--- config.mk ---
export PLATFORM = sky130hd
export DESIGN_NAME = mem_access_stage
export DESIGN_NICKNAME = d
export VERILOG_FILES = /design/src/rtl/mips_mem_pkg.sv /design/src/rtl/mem_load_align.sv /design/src/rtl/mem_access_stage.sv
export SDC_FILE = /design/constraint.sdc
export NUM_CORES = 1
export LEC_CHECK = 0
export ABC_AREA = 0
export CAP_MARGIN = 15
export CORE_MARGIN = 5
export CORE_UTILIZATION = 50
export CTS_BUF_LIST = sky130_fd_sc_hd__clkbuf_8
export DETAILED_ROUTE_END_ITERATION = 7
export PLACE_DENSITY = 0.95
export SLEW_MARGIN = 20
export SYNTH_ARGS = -nofsm -noshare
export SYNTH_HDL_FRONTEND = slang
export SYNTH_SLANG_ARGS = --single-unit
export TNS_END_PERCENT = 1
--- constraint.sdc ---
create_clock -name clk -period 4.7 [get_ports clk]
set_input_delay 0.94 -clock clk [delete_from_list [all_inputs] [get_ports clk]]
set_output_delay 0.94 -clock clk [all_outputs]
set_load 0.01 [all_outputs]
--- src/rtl/mips_mem_pkg.sv ---
// Shared encodings for the MIPS MEM stage: access sizes, FSM states and lane helpers.
package mips_mem_pkg;

    localparam logic [1:0] SZ_BYTE = 2'b00;
    localparam logic [1:0] SZ_HALF = 2'b01;
    localparam logic [1:0] SZ_WORD = 2'b10;

    typedef enum logic [1:0] {
        IDLE = 2'b00,
        BUSY = 2'b01,
        DONE = 2'b10
    } state_e;

    // Size code 2'b11 is reserved and behaves as a full word.
    function automatic logic [3:0] lane_be(input logic [1:0] size, input logic [1:0] off);
        case (size)
            SZ_BYTE: return 4'b0001 << off;
            SZ_HALF: return 4'b0011 << {off[1], 1'b0};
            default: return 4'b1111;
        endcase
    endfunction

    function automatic logic [31:0] lane_wdata(input logic [1:0] size, input logic [31:0] w);
        case (size)
            SZ_BYTE: return {4{w[7:0]}};
            SZ_HALF: return {2{w[15:0]}};
            default: return w;
        endcase
    endfunction

endpackage

--- src/rtl/mem_load_align.sv ---
// Load lane select: shifts the addressed byte/half down to bit 0 and sign- or zero-extends it.
module mem_load_align
    import mips_mem_pkg::*;
(
    input  logic [31:0] rdata_i,
    input  logic [1:0]  off_i,
    input  logic [1:0]  size_i,
    input  logic        sign_i,
    output logic [31:0] data_o
);

    logic [31:0] byte_sh;
    logic [31:0] half_sh;

    assign byte_sh = rdata_i >> {off_i, 3'b000};
    assign half_sh = rdata_i >> {off_i[1], 4'b0000};

    always_comb begin
        data_o = rdata_i;
        case (size_i)
            SZ_BYTE: data_o = {{24{sign_i & byte_sh[7]}}, byte_sh[7:0]};
            SZ_HALF: data_o = {{16{sign_i & half_sh[15]}}, half_sh[15:0]};
            default: data_o = rdata_i;
        endcase
    end

endmodule

--- src/rtl/mem_access_stage.sv ---
// MIPS MEM stage: turns load/store control into a req/ack memory transaction with a watchdog.
// Optional misalignment trap enabled by defining MEM_ALIGN_CHK_EN.
module mem_access_stage
    import mips_mem_pkg::*;
#(
    parameter int TIMEOUT_CYC = 255
) (
    input  logic        clk,
    input  logic        rst,
    input  logic        valid_in,
    input  logic        mem_read_in,
    input  logic        mem_write_in,
    input  logic [1:0]  size_in,
    input  logic        sign_in,
    input  logic [31:0] addr_in,
    input  logic [31:0] wdata_in,
    output logic        stall,
    output logic        dmem_req,
    output logic        dmem_we,
    output logic [31:0] dmem_addr,
    output logic [3:0]  dmem_be,
    output logic [31:0] dmem_wdata,
    input  logic        dmem_ack,
    input  logic [31:0] dmem_rdata,
    output logic [31:0] rd_out,
    output logic        bus_err,
    output logic        align_err
);

    localparam int CW = (TIMEOUT_CYC < 2) ? 1 : $clog2(TIMEOUT_CYC + 1);
    localparam logic [CW:0] TO_LIM = (CW + 1)'(TIMEOUT_CYC);

    state_e      state_q, state_d;
    logic [31:0] addr_q, addr_d;
    logic [1:0]  off_q, off_d;
    logic [3:0]  be_q, be_d;
    logic [31:0] wdata_q, wdata_d;
    logic        we_q, we_d;
    logic [1:0]  size_q, size_d;
    logic        sign_q, sign_d;
    logic [CW-1:0] cnt_q, cnt_d;
    logic [31:0] rd_q, rd_d;
    logic        berr_q, berr_d;
    logic        aerr_q, aerr_d;

    logic        acc;
    logic        misalign;
    logic        timeout_hit;
    logic [CW:0] cnt_inc;
    logic [31:0] load_data;

    assign acc = valid_in & (mem_read_in | mem_write_in);

`ifdef MEM_ALIGN_CHK_EN
    assign misalign = ((size_in == SZ_HALF) && addr_in[0]) ||
                      (size_in[1] && (addr_in[1:0] != 2'b00));
`else
    assign misalign = 1'b0;
`endif

    // Watchdog fires on the BUSY cycle that would make the count reach the limit.
    assign cnt_inc     = {1'b0, cnt_q} + 1'b1;
    assign timeout_hit = (TIMEOUT_CYC != 0) && (cnt_inc == TO_LIM);

    mem_load_align u_align (
        .rdata_i (dmem_rdata),
        .off_i   (off_q),
        .size_i  (size_q),
        .sign_i  (sign_q),
        .data_o  (load_data)
    );

    always_comb begin
        state_d = state_q;
        addr_d  = addr_q;
        off_d   = off_q;
        be_d    = be_q;
        wdata_d = wdata_q;
        we_d    = we_q;
        size_d  = size_q;
        sign_d  = sign_q;
        cnt_d   = cnt_q;
        rd_d    = rd_q;
        berr_d  = 1'b0;
        aerr_d  = 1'b0;
        stall   = 1'b0;
        case (state_q)
            IDLE: begin
                stall = acc;
                if (acc) begin
                    addr_d  = {addr_in[31:2], 2'b00};
                    off_d   = addr_in[1:0];
                    be_d    = lane_be(size_in, addr_in[1:0]);
                    wdata_d = lane_wdata(size_in, wdata_in);
                    we_d    = mem_write_in;
                    size_d  = size_in;
                    sign_d  = sign_in;
                    cnt_d   = '0;
                    rd_d    = '0;
                    if (misalign) begin
                        aerr_d  = 1'b1;
                        state_d = DONE;
                    end else begin
                        state_d = BUSY;
                    end
                end
            end
            BUSY: begin
                stall = 1'b1;
                cnt_d = cnt_inc[CW-1:0];
                if (dmem_ack) begin
                    rd_d    = we_q ? 32'h0 : load_data;
                    state_d = DONE;
                end else if (timeout_hit) begin
                    rd_d    = 32'h0;
                    berr_d  = 1'b1;
                    state_d = DONE;
                end
            end
            DONE: state_d = IDLE;
            default: state_d = IDLE;
        endcase
    end

    always_ff @(posedge clk) begin
        if (rst) begin
            state_q <= IDLE;
            addr_q  <= '0;
            off_q   <= '0;
            be_q    <= '0;
            wdata_q <= '0;
            we_q    <= 1'b0;
            size_q  <= '0;
            sign_q  <= 1'b0;
            cnt_q   <= '0;
            rd_q    <= '0;
            berr_q  <= 1'b0;
            aerr_q  <= 1'b0;
        end else begin
            state_q <= state_d;
            addr_q  <= addr_d;
            off_q   <= off_d;
            be_q    <= be_d;
            wdata_q <= wdata_d;
            we_q    <= we_d;
            size_q  <= size_d;
            sign_q  <= sign_d;
            cnt_q   <= cnt_d;
            rd_q    <= rd_d;
            berr_q  <= berr_d;
            aerr_q  <= aerr_d;
        end
    end

    // Error flags are set on the transition into DONE, so they last exactly that cycle.
    assign dmem_req   = (state_q == BUSY);
    assign dmem_we    = (state_q == BUSY) & we_q;
    assign dmem_addr  = addr_q;
    assign dmem_be    = be_q;
    assign dmem_wdata = wdata_q;
    assign rd_out     = (state_q == DONE) ? rd_q : 32'h0;
    assign bus_err    = berr_q;
    assign align_err  = aerr_q;

endmodule

==> results of run 1 <==
[placed cells by master (no fill, tap or decap), types with 16 or more instances in the layout]
cell | netlist | routed
sky130_fd_sc_hd__a311o_1 | 17 | 17
sky130_fd_sc_hd__a31oi_1 | 24 | 24
sky130_fd_sc_hd__clkbuf_8 | 0 | 22
sky130_fd_sc_hd__dfxtp_1 | 115 | 115
sky130_fd_sc_hd__o21ai_0 | 36 | 36
sky130_fd_sc_hd__a21oi_1 | 72 | 72
sky130_fd_sc_hd__and2_1 | 35 | 35
sky130_fd_sc_hd__mux2i_1 | 16 | 16
sky130_fd_sc_hd__inv_1 | 15 | 19
sky130_fd_sc_hd__a211oi_1 | 19 | 19
sky130_fd_sc_hd__nor2_1 | 35 | 34
sky130_fd_sc_hd__clkdlybuf4s50_1 | 0 | 205
sky130_fd_sc_hd__nor3b_1 | 19 | 19
sky130_fd_sc_hd__nand2_1 | 146 | 146
sky130_fd_sc_hd__nand3_1 | 19 | 19
sky130_fd_sc_hd__nand3b_1 | 16 | 16
[state kept, by name (all words and copies together), names as in the netlist]
| register | flops |
|---|---|
| size_q | 2 |
| dmem_be | 4 |
| off_q | 2 |
| we_q | 1 |
| state_q | 2 |
| sign_q | 1 |
| bus_err | 1 |
| rd_q | 32 |
| dmem_wdata | 32 |
| cnt_q | 8 |
| dmem_addr | 30 |
[layout make-up]
cell class,instances,area share (%)
flip-flops and latches,115,28.2
repair buffers,214,26.0
clock buffers,22,3.72
clock inverters,8,0.768
multi-input cells,545,38.3
well taps,143,2.20
inverters,16,0.737
[critical path, cell delays in order]
cell and delay [ps]:
sky130_fd_sc_hd__clkdlybuf4s50_1 430, sky130_fd_sc_hd__o21ai_0 500, sky130_fd_sc_hd__a21o_1 200, sky130_fd_sc_hd__buf_4 250, sky130_fd_sc_hd__inv_1 90, sky130_fd_sc_hd__clkdlybuf4s50_1 480
[worst max path at each step]
stage            startpoint    end  slack, ps
2_1_floorplan  mem_write_in  stall       2130
5_1_grt        mem_write_in  stall        780
4_1_cts        mem_write_in  stall        880
3_3_place_gp   mem_write_in  stall        930
6_report       mem_write_in  stall        880
3_5_place_dp   mem_write_in  stall        880
[cells by family (layout without fill, tap and decap cells)]
group                      Yosys count  count (layout)  share of synthesized area [%]
buffers and inverters               85             260                           6.37
adders and majority gates            2               2                          0.433
other                                1               3                         0.0650
and+or+nand+nor                    312             312                           26.7
DFF                                115             115                           39.9
AOI/OAI and AO/OA                  210             210                           23.2
muxes                               18              18                           3.29
[per-layer routing]
metal / vias up / global-route usage [%] / part of all wire (%)
li1: 2938 / - / -
met1: 2812 / 30.1 / 39
met2: 338 / 40.7 / 46
met3: 49 / 11.0 / 11
met4: 0 / 12.6 / 3.5
met5: - / 0 / 0
[power by group through the flow]
stage	sequential, mW	clock, mW	combinational [mW]
floorplan	1.09	0	0.194
global placement	1.08	0	0.432
detailed placement	1.08	0	0.439
CTS	1.06	0.866	0.443
global route	1.07	0.916	0.481
finish	1.06	0.851	0.444
[per-stage QoR]
stage | utilization (%) | hold slack [ps] | area [um2] | setup slack, ps
floorplan | - | 440 | 5780 | 2130
global placement | 68.4 | 440 | 7780 | 935
detailed placement | 68.4 | 447 | 7780 | 875
CTS | 71.7 | 455 | 8150 | 877
global route | 71.7 | 475 | 8150 | 780
finish | 71.7 | 452 | 8150 | 876
==> results.md, run 1 <==
- The type of the worst setup path is in -> out.
- The count of nets left with antenna violations once routing finished came out at 0.
- The chip height is 117 um.
- In this run, the combinational gates consume 18.9% of the power.
- The part of the total power dissipated in sequential elements is 45.1%.
- Wires add up to 18.4 mm.
- For this design, the sink count on the clock tree is 115.
- IR analysis of the VDD net gives a maximum drop of 0.219 mV.
- The worst register-to-register path ends at rd_q[22].
- The number of instances in the placed design is 1033.
- The tightest min-delay check is of the reg -> reg type.
- The die area is 0.0138 mm2.
- The maximum number of pins on one net before global-route repair is 93.
- The critical register-to-register path startpoint is off_q[1].
- Buffers placed on the I/O ports in this run total 206.
- Yosys attributes the largest share of cell area to sky130_fd_sc_hd__dfxtp_1 (40%), sky130_fd_sc_hd__nand2_1 (9.5%), sky130_fd_sc_hd__a21oi_1 (6.2%), sky130_fd_sc_hd__and2_1 (3.8%), sky130_fd_sc_hd__clkbuf_1 (3.3%).
- The cell with the most instances after synthesis is sky130_fd_sc_hd__nand2_1.
- The count of flip-flops with a built-in enable after synthesis is 0.
- In this run the power density over the cells is 289 mW/mm2.
- The count of inserted antenna diode cells is 0.
- The most common flop cell mapped by yosys is sky130_fd_sc_hd__dfxtp_1.
- The Yosys step of the flow raised 0 warnings.
- The final setup violation count is 0.
- The initial antenna violation count is 0.
- Fill cells in the final layout number 856.
- The routability congestion estimate is 0.873.
- The setup TNS is 0 ps.
- For this design the total switching power over the nets is 0.641 mW.
- The endpoint kind of the worst setup timing path is an output port.
- In this run, post-CTS repair resized a total of 0 instances.
- The buffers inserted during post-CTS setup optimization is 0.
- The number of hold-slack violations in the final timing report is 0.
- The initial utilization of the core area, before any placement, comes to 50.8%.
- The sequential standard cell area is 0.00230 mm2.
- The detail-routed via count per cell is 5.77.
- The max-slew violation total from the final report is 0.
- From synthesis to final layout, the design area changed by 41.2%.
- The number of levels the H-tree was split into is 4.
- The final cell count without fillers is 1063.
- The clock passes through at most 2 buffers.
- After clock tree synthesis, the clock-pin slew on the worst setup and hold paths is 60 ps.
- The synthesized area is 0.00577 mm2.
- The length of the first detailed-routing pass in iterations is 8.
- The overall power after layout is 2.36 mW.
- STA puts the critical path data arrival time at 2880 ps.
- The number of global-route vias before repair is 5895.
- The area of combinational cells with multiple inputs is 0.00312 mm2.
- The slack of the worst reg-to-reg path is 2150 ps.
- The clock root buffer is sky130_fd_sc_hd__clkbuf_8.
- Summed over all cells, the static leakage comes to 2.88 nW.
- The share of synthesized area in the top cell type comes to 39.9%.
- The detailed router finished its first iteration with 612 violations.
- The number of design rule violations left after detail routing is 0.
- The TritonCTS clock tree is done.
- The number of top-level pins is 210.
- The worst setup path is launched from a primary input.
- Of all nets on the critical path, the largest fanout is 20.
- Across the run, the number of max-cap violations was 0.
- The startpoint of the most critical hold path is dmem_addr[25].
- The detailed-placement wirelength estimate is 12.9 mm.
- For hold timing, the worst endpoint is dmem_addr[25].
- The number of buffers added to fix hold violations after cts is 0.
- The cell count of the worst reg-to-reg path is 5.
- The average instance area after synthesis is 7.77 um2.
- Summed over all layers, the global routing overflow is 0.
- The run finished with clean final reports.
- In the final routed layout, each cell accounts on average for 17.4 um.
- The cell accounting for the most synthesized area is sky130_fd_sc_hd__dfxtp_1.
- Ranked by instance count, the synthesized netlist is headed by sky130_fd_sc_hd__nand2_1 (146), sky130_fd_sc_hd__dfxtp_1 (115), sky130_fd_sc_hd__a21oi_1 (72), sky130_fd_sc_hd__clkbuf_1 (51), sky130_fd_sc_hd__o21ai_0 (36).
- At the worst endpoint, the required time is 3760 ps.
- The net switching fraction of the power is 27.2%.
- Headroom to the max-slew limit came out at 29.9%.
- The later-pin clock latency in the skew report is 440 ps.
- The number of nets in the final layout is 1016.
- The number of instances in the synthesized netlist is 743.
- The highest clock rate is 261 MHz.
- For the pin with the worst max-slew slack, the measured transition is 1050 ps.
- The routed layout has 6137 vias.
- Counting flops with an async set or reset pin after synthesis yields a share of 0%.
- The floorplan step defined a core boundary enclosing 0.0114 mm2.
- The fraction of layout instances using a drive strength above 1 is 5.22%.
- The total number of placement rows is 39.
- The number of synthesized register bits is 115.
- The minimum clock period is 3820 ps.
- Setup repair after global routing left no endpoint under its margin.
- The total global-route track usage is 25.9%.
- The netlist uses 51 different library cells.
- The wire length of the first global-routing pass is 29.5 mm.
- The die span in x is 117 um.
- Per report_power, the clock group accounts for 36.1% of the total.
- Of the synthesized area, sequential elements account for 39.9%.
- Cell internal power was estimated by the tool at 1.72 mW.
- The hold path depth is 2.
- In the finished design, the share of the clock period the worst path needs comes to 81.4%.
- Counting the buffers created by CTS gives 17.
- For the final database, setup skew stands at 9.52 ps.
No activity file was read; power rests on OpenSTA's default activity.
==> inputs of run 2 (changes only) <==
Settings changed: CORE_UTILIZATION 50 to 46, PLACE_DENSITY 0.95 to 0.89.
Clock period 4.7 ns to 3.7 ns, I/O delays scaled along.
==> run 2 against run 1 <==
Net effect:
- sequential power grew 27%
- non-clock buffer count rose by 9
- wire length increased by 1.2%
- final cell count increased by 3.7%
- setup slack worse by 480 ps
- clock-buffer cell count shrank 3
- global-route usage fell by 1.3 points
- critical path type unchanged
- largest power group unchanged
- highest routed layer unchanged
==> results.md, run 2 (synthesis results as in run 1) <==
- In this run the worst hold path is classified as reg -> reg.
- The initial antenna violation count is 0.
- Measured on the finished design, the core utilization comes to 66.4%.
- The number of levels the H-tree was split into is 4.
- Clock latency on the worst-skew pair, taken at its later pin, is 430 ps.
- The hold path depth is 2.
- The analysis attributes to cell leakage a power of 2.93 nW.
- The floorplan has 41 rows.
- The synthesis-to-finish area growth is 43.4%.
- Dividing the detail-routed via count by the number of cells gives 5.63.
- The count of buffers inserted at the top-level ports is 206.
- The final worst clock skew is 8.49 ps.
- The endpoint of the worst hold-timing path is dmem_addr[20].
- The leftover overflow at the end of global routing is 0.
- Final hold analysis gives a worst-case slack of 452 ps.
- Cell internal power was estimated by the tool at 2.21 mW.
- Static timing analysis puts the maximum clock frequency at 303 MHz.
- The number of hold-slack violations in the final timing report is 0.
- Pin placement for this block handled 210 I/O pins.
- The cell count of the worst reg-to-reg path is 6.
- The setup TNS is 0 ps.
- After legalization and detailed placement, the total HPWL measured 13.1 mm.
- Sequential cells account for 44.2% of the total power.
- Global routing used 24.6% of the available tracks.
- The combinational group share of total power is 18.9%.
- The first routing iteration left 660 violations.
- At the worst endpoint, the required time is 2960 ps.
- The worst setup path is captured at an output port.
- After detailed routing, the total wire length is 18.7 mm.
- The largest voltage drop on the vdd net is 0.300 mV.
- The count of inserted antenna diode cells is 0.
- The fraction of layout instances using a drive strength above 1 is 6.45%.
- The library cells used most frequently in the layout, excluding fill and tap cells, are sky130_fd_sc_hd__clkdlybuf4s50_1 (205), sky130_fd_sc_hd__nand2_1 (146), sky130_fd_sc_hd__dfxtp_1 (115).
- The terminus of the critical flop-to-flop path is rd_q[16].
- The number of nets in the final layout is 1025.
- The clock slew at the register clock pins of the worst setup and hold paths is 60 ps.
- The largest single stage delay on the critical path is 530 ps.
- Along the worst path, the maximum fanout reaches 3.
- The clock network is responsible for 36.9% of the overall power.
- The total core area is 0.0125 mm2.
- The number of global-route vias before repair is 5737.
- The power density over the cells is 368 mW/mm2.
- The most repeated library cell on the critical path is sky130_fd_sc_hd__clkdlybuf4s50_1.
- The final cell count without fillers is 1102.
- The length of the first detailed-routing pass in iterations is 5.
- The signal on the critical path passes through clkdlybuf4s50_1 -> o21ai_0 -> a21o_1 -> inv_1 -> clkdlybuf4s50_1.
- Setup repair after global routing left no endpoint under its margin.
- In the final routed layout, each cell accounts on average for 16.9 um.
- Of the total power, the share spent switching nets is 27.6%.
- The worst path in the final design needs a cycle of 3300 ps, including I/O delays and setup.
- The startpoint identified for the worst register-to-register timing path is cnt_q[0].
- The maximum number of pins on one net before global-route repair is 78.
- TritonCTS built the clock tree.
- Summing all multi-input logic gate instances after layout gives 0.00312 mm2.
- Before CTS, the worst setup slack after placement is 418 ps.
- The detailed router placed 6208 vias in this run.
- Setup violations remaining at the end of the flow were counted as 0.
- For this configuration, the core starts out at a cell density of 46.3%.
- The tool flagged a number of max-cap violations equal to 0.
- The number of design rule violations left after detail routing is 0.
- The max-slew violation total from the final report is 0.
- The startpoint of the most critical hold path is dmem_addr[20].
- For this design the total switching power over the nets is 0.841 mW.
- Of the available clock period, the critical path in the final layout requires 89.3%.
- The type of element launching the critical path is a primary input.
- The arrival time reported for the critical path endpoint is 2560 ps.
- The number of buffers added to fix hold violations after cts is 0.
- The buffering stage count on the worst path with inverters included is 3.
- The slowest stage of the critical path is the sky130_fd_sc_hd__o21ai_0 cell.
- From bottom edge to top edge, the die measures 122 um.
- The cell class contributing the biggest share of worst-path delay is buffers and inverters.
- The smallest setup slack after layout is 397 ps.
- The tree built by TritonCTS fans out to 115 sinks.
- The slack of the worst reg-to-reg path is 1320 ps.
- Clock tree synthesis selected as its root buffer the cell sky130_fd_sc_hd__clkbuf_8.
- In this run the remaining antenna-violating nets after routing total 0.
- The wire length of the first global-routing pass is 28.9 mm.
- Summing all flip-flop and latch instances after layout gives 0.00230 mm2.
- After detailed placement, the design holds a cell count of 1071.
- The most frequent standard cell in the layout excluding fill and tap cells is sky130_fd_sc_hd__clkdlybuf4s50_1.
- By startpoint and endpoint, the worst setup path is classified as in -> out.
- Counting the fill cells in the layout gives 1018.
- The post-cts sizing count is 0.
- The routability congestion estimate is 0.948.
- The flow ran to the end, and the final reports show no timing, DRC or antenna violations.
- The max-slew headroom at the worst pin is 49.7%.
- The die area is 0.0149 mm2.
- The die span in x is 122 um.
- The number of clock buffers added by TritonCTS is 17.
- The clock passes through at most 2 buffers.
- At the pin with the least slew margin, the transition time is 755 ps.
- The buffers inserted during post-CTS setup optimization is 0.
[run 2: cell types whose count changed in the layout (fill, tap and decap cells not counted), sizes merged]
cell / change
buf: +9
bufinv: +1
clkinv: +6
clkbuf: -3
inv: -3
[run 2: worst max-delay path by stage]
| stage | startpoint | end | slack (ps) | cells past startpoint |
|---|---|---|---|---|
| final | mem_write_in | stall | 400 | 5 |
| after global routing | mem_write_in | stall | 370 | 5 |
| after CTS | mem_write_in | stall | 410 | 5 |
| after detailed placement | mem_write_in | stall | 420 | 5 |
| after global placement | mem_write_in | stall | 460 | 5 |
| after floorplan | mem_write_in | stall | 1530 | 4 |
[run 2: layout make-up]
type,instances,area share (%)
timing repair buffer,223,26.6
clock buffer,19,3.16
multi-input combinational,545,37.7
sequential,115,27.8
clock inverter,12,1.39
tap,172,2.60
inverter,16,0.726
[run 2: tightest hold or removal path, stage by stage, from the launching register on]
cell and delay, ps:
sky130_fd_sc_hd__dfxtp_1 310, sky130_fd_sc_hd__nand2_1 50, sky130_fd_sc_hd__a21oi_1 50
[run 2: power groups by stage]
stage	Clock [mW]	Sequential (mW)	Combinational (mW)
finish	1.12	1.35	0.577
global route	1.20	1.35	0.624
CTS	1.15	1.35	0.576
detailed placement	0	1.37	0.572
global placement	0	1.37	0.566
floorplan	0	1.39	0.247
[run 2: through the flow]
| step | total power, mW | cell area (um2) |
|---|---|---|
| global placement | 1.94 | 7900 |
| global route | 3.18 | 8280 |
| detailed placement | 1.94 | 7900 |
| finish | 3.05 | 8280 |
| floorplan | 1.63 | 5780 |
| CTS | 3.07 | 8280 |
[run 2: per-layer routing]
layer | global-route usage [%] | routed length [um] | vias to the layer above
li1 | - | - | 2967
met1 | 28.9 | 7470 | 2877
met2 | 38.5 | 8360 | 313
met3 | 10.9 | 2200 | 51
met4 | 11.6 | 622 | 0
met5 | 0 | 0 | -
==> inputs of run 3 (changes only) <==
Settings changed: CORE_UTILIZATION 46 to 47, GPL_TIMING_DRIVEN set to 0, PLACE_DENSITY 0.89 to 0.9, SYNTH_HIERARCHICAL set to 1.
==> run 3 against run 2 <==
Net effect:
- utilization increased by 3.4 points
- wire length increased by 9.1%
- combinational power increased by 31%
- global-route usage increased by 2.3 points
- sequential share of layout area decreased by 1.6 points
- non-clock buffer count increased by 53
- first-iteration DRC count decreased by 35%
- register-to-register slack improved by 360 ps
- critical path depth increased by 1
- worst hold slack improved by 3.3 ps
- highest routed layer unchanged
==> results.md, run 3 <==
- The run finished with clean final reports.
- Leaving out fill and tap cells, the most frequent cell in the layout is sky130_fd_sc_hd__clkdlybuf4s50_1.
- After clock tree synthesis, the repair step resized 0 gates.
- The met3 usage in global routing is 10.8%.
- The routability congestion estimate is 0.931.
- After routing the design area is 0.00877 mm2.
- The routed wirelength normalized by instance count is 18.0 um.
- The routed via count is 6357.
- At the end of the flow, the number of nets in the layout was 1054.
- For this design the ratio of total power to cell area is 404 mW/mm2.
- The maximum number of pins on one net before global-route repair is 17.
- The detailed-placement wirelength estimate is 15.2 mm.
- The count of buffers inserted at the top-level ports is 204.
- The top cell types in the final layout, fill and taps aside, are sky130_fd_sc_hd__clkdlybuf4s50_1 (204), sky130_fd_sc_hd__nand2_1 (148), sky130_fd_sc_hd__a21oi_1 (128).
- The TritonCTS clock tree is done.
- The length of the first detailed-routing pass in iterations is 5.
- Net switching is 28.6% of the power.
- Compared with the post-synthesis result, the final layout area differs by 45.7%.
- The highest clock rate is 288 MHz.
- The endpoint kind of the worst setup timing path is an output port.
- The total global-route track usage is 26.9%.
- The type of element launching the critical path is a primary input.
- At the end of the flow the core is filled with cells to 69.8%.
- The cell with the most instances after synthesis is sky130_fd_sc_hd__nand2_1.
- After global routing, the most crowded layer is met2.
- Hold timing on the final database bottoms out at a slack of 455 ps.
- In this run the worst hold path is classified as reg -> reg.
- The worst pin sits at a relative slew slack of 39.7%.
- The critical-path maximum fanout is 10.
- The share of the clock period used by the worst path after layout is 93.8%.
- The post-route netlist has 12.6% of its cells at a drive strength greater than 1.
- The number of design rule violations left after detail routing is 0.
- The buffers inserted during post-CTS setup optimization is 0.
- In this run the number of H-tree levels came out at 4.
- The initial cell density of the core is 47.9%.
- Across the VDD grid, the largest voltage drop is 0.332 mV.
- Summing the areas of all compound-gate instances in the mapped netlist gives 30.8% of the synthesized area.
- The number of nets with antenna violations after detailed routing is 0.
- Max-cap violations in this run came to 0.
- Once layout is complete, the cells apart from fillers number 1132.
- The number of synthesized register bits is 115.
- In the final layout, the multi-input gates occupy 0.00330 mm2.
- The proportion of synthesized flip-flops having asynchronous set or reset is 0%.
- Summed over all cells, the static leakage comes to 3.05 nW.
- The initial antenna violation count came to 0.
- The synthesized netlist devotes 18.1% of its cell area to simple gates.
- The count of cell types in the netlist is 53.
- The total core area is 0.0126 mm2.
- The smallest setup slack after layout is 228 ps.
- The met1 usage in global routing is 30.5%.
- Sequential elements use 38.2% of the synthesized area.
- Counting along the longest clock path gives a buffer depth of 2.
- The total overflow left after global routing is 0.
- The setup TNS is 0 ps.
- The clock root buffer is sky130_fd_sc_hd__clkbuf_8.
- Of the post-synthesis cell area, the dominant cell type holds 38.2%.
- The type of the worst setup path is in -> out.
- The detail-routed via count per cell is 5.62.
- The post-synthesis share of cell area spent on full adders, half adders and majority gates is 0.416%.
- The number of top-level pins is 210.
- By area the synthesized netlist is led by sky130_fd_sc_hd__dfxtp_1 (38%), sky130_fd_sc_hd__a21oi_1 (11%), sky130_fd_sc_hd__nand2_1 (9.2%), sky130_fd_sc_hd__a311oi_2 (7.2%), sky130_fd_sc_hd__mux2i_1 (4.2%).
- The synthesized area is 0.00602 mm2.
- Counting every sink on the clock net gives 115.
- The worst path needs 3470 ps of the cycle, external delays included.
- Setup repair after global routing left no endpoint under its margin.
- After the first detailed-routing iteration, the DRC count stood at 426.
- The number of global-route vias before repair was 6263.
- The max-slew violation total from the final report is 0.
- The average instance area after synthesis is 8.34 um2.
- The clock slew at the register clock pins of the worst setup and hold paths is 70 ps.
- The die covers 0.0152 mm2.
- The placement-stage worst setup slack is 193 ps.
- The count of flip-flops with a built-in enable after synthesis is 0.
- Once placement completed, the tool counted placed cells totaling 1100.
- The slew of the pin with the lowest slew margin is 903 ps.
- The global-route met2 utilization is 44.6%.
- Counting instances in the post-synthesis netlist gives the leading cell types as sky130_fd_sc_hd__nand2_1 (148), sky130_fd_sc_hd__a21oi_1 (128), sky130_fd_sc_hd__dfxtp_1 (115), sky130_fd_sc_hd__clkbuf_1 (41), sky130_fd_sc_hd__and2_1 (35).
- The synthesized-area fraction occupied by xor and xnor cells is 0.582%.
- For this design the total switching power over the nets is 1.01 mW.
- For the worst setup path, the data required time is 2960 ps.
- The final worst clock skew is 9.91 ps.
- The number of inserted filler cells in the final layout is 959.
- For the worst setup path, the data arrival time is 2730 ps.
- The overall power after layout is 3.54 mW.
- Yosys printed 6 warnings.
- From left edge to right edge, the die measures 123 um.
- The most common flop cell mapped by yosys is sky130_fd_sc_hd__dfxtp_1.
- The clock network accounts for 40.7% of the total power.
- The combinational group share of total power is 21.3%.
- The repair_antennas step left the layout with diodes totalling 0.
- The sequential standard cell area is 0.00230 mm2.
- The portion of synthesized area spent on multiplexers is 4.78%.
- After synthesis, the largest family of logic cells by area is compound AO/OA/AOI/OAI gates.
- Setup violations remaining at the end of the flow were counted as 0.
- After detailed placement, the total cell area comes to 0.00828 mm2.
- The later-pin clock latency in the skew report is 450 ps.
- The number of clock buffers added by TritonCTS is 17.
- Hold repair after CTS inserted 0 buffers.
- The number of instances in the synthesized netlist is 722.
- The chip height is 123 um.
- Row generation in the floorplan step produced 41 rows.
- Summed over all instances, the cell type with the most area after synthesis is sky130_fd_sc_hd__dfxtp_1.
- Of the total power, registers draw 37.9%.
- The final wirelength is 20.4 mm.
- The number of hold-slack violations in the final timing report is 0.
- The internal power of the cells totals 2.53 mW.
- The first global-routing pass estimated 31.9 mm of wire.
## run 3: cell count changes after synthesis, moves of 10 or more
cell / change
sky130_fd_sc_hd__a21oi_1: +56
sky130_fd_sc_hd__a311o_1: -17
sky130_fd_sc_hd__a311oi_2: +29
sky130_fd_sc_hd__a31oi_1: -22
sky130_fd_sc_hd__clkbuf_1: -10
sky130_fd_sc_hd__nand3_1: -17
sky130_fd_sc_hd__nand3b_1: -16
sky130_fd_sc_hd__nor2b_1: -12
sky130_fd_sc_hd__nor3b_1: -18
sky130_fd_sc_hd__o211ai_1: -15
sky130_fd_sc_hd__o21ai_2: +10
## run 3: cells by family (layout without fill, tap and decap cells)
group	count (synthesis)	count (layout)
xor gates and xnor gates	4	4
muxes	27	27
other	1	3
adders and majority gates	2	2
DFF	115	115
and+or+nand+nor	239	239
AOI/OAI and AO/OA	255	255
buffers and inverters	79	315
## run 3: final cells by class
class                   count  share of cell area (%)
plain buffers              72                    4.51
clock buffers              17                    2.67
clock inverters            15                    2.90
inverters                   7                   0.300
multi-input cells         530                    37.7
flip-flops and latches    115                    26.2
well taps                 172                    2.45
repair buffers            204                    23.3
## run 3: power groups by stage
stage / registers, mW / logic (mW) / clock network [mW]
after detailed placement: 1.37 / 0.746 / 0
final: 1.34 / 0.756 / 1.44
after global placement: 1.37 / 0.737 / 0
after CTS: 1.34 / 0.753 / 1.45
after global routing: 1.35 / 0.817 / 1.51
after floorplan: 1.39 / 0.372 / 0
## run 3: final timing paths
check,from,endpoint,depth (start not counted),slack (ps)
hold reg to reg,dmem_addr[23],dmem_addr[23],2,460
setup reg to reg,size_q[1],rd_q[5],6,1680
setup / recovery,mem_write_in,stall,6,230
hold / removal,dmem_addr[23],dmem_addr[23],2,460
## run 3: critical path: stages
cell and delay, ps:
sky130_fd_sc_hd__clkdlybuf4s50_1 430, sky130_fd_sc_hd__o21ai_1 310, sky130_fd_sc_hd__a21o_1 260, sky130_fd_sc_hd__clkbuf_1 360
sky130_fd_sc_hd__inv_1 130, sky130_fd_sc_hd__clkdlybuf4s50_1 500
## run 3: per-layer routing
layer / share of wire, % / vias up
li1: - / 3032
met5: 0 / -
met3: 12 / 57
met4: 3.2 / 0
met2: 47 / 323
met1: 38 / 2945
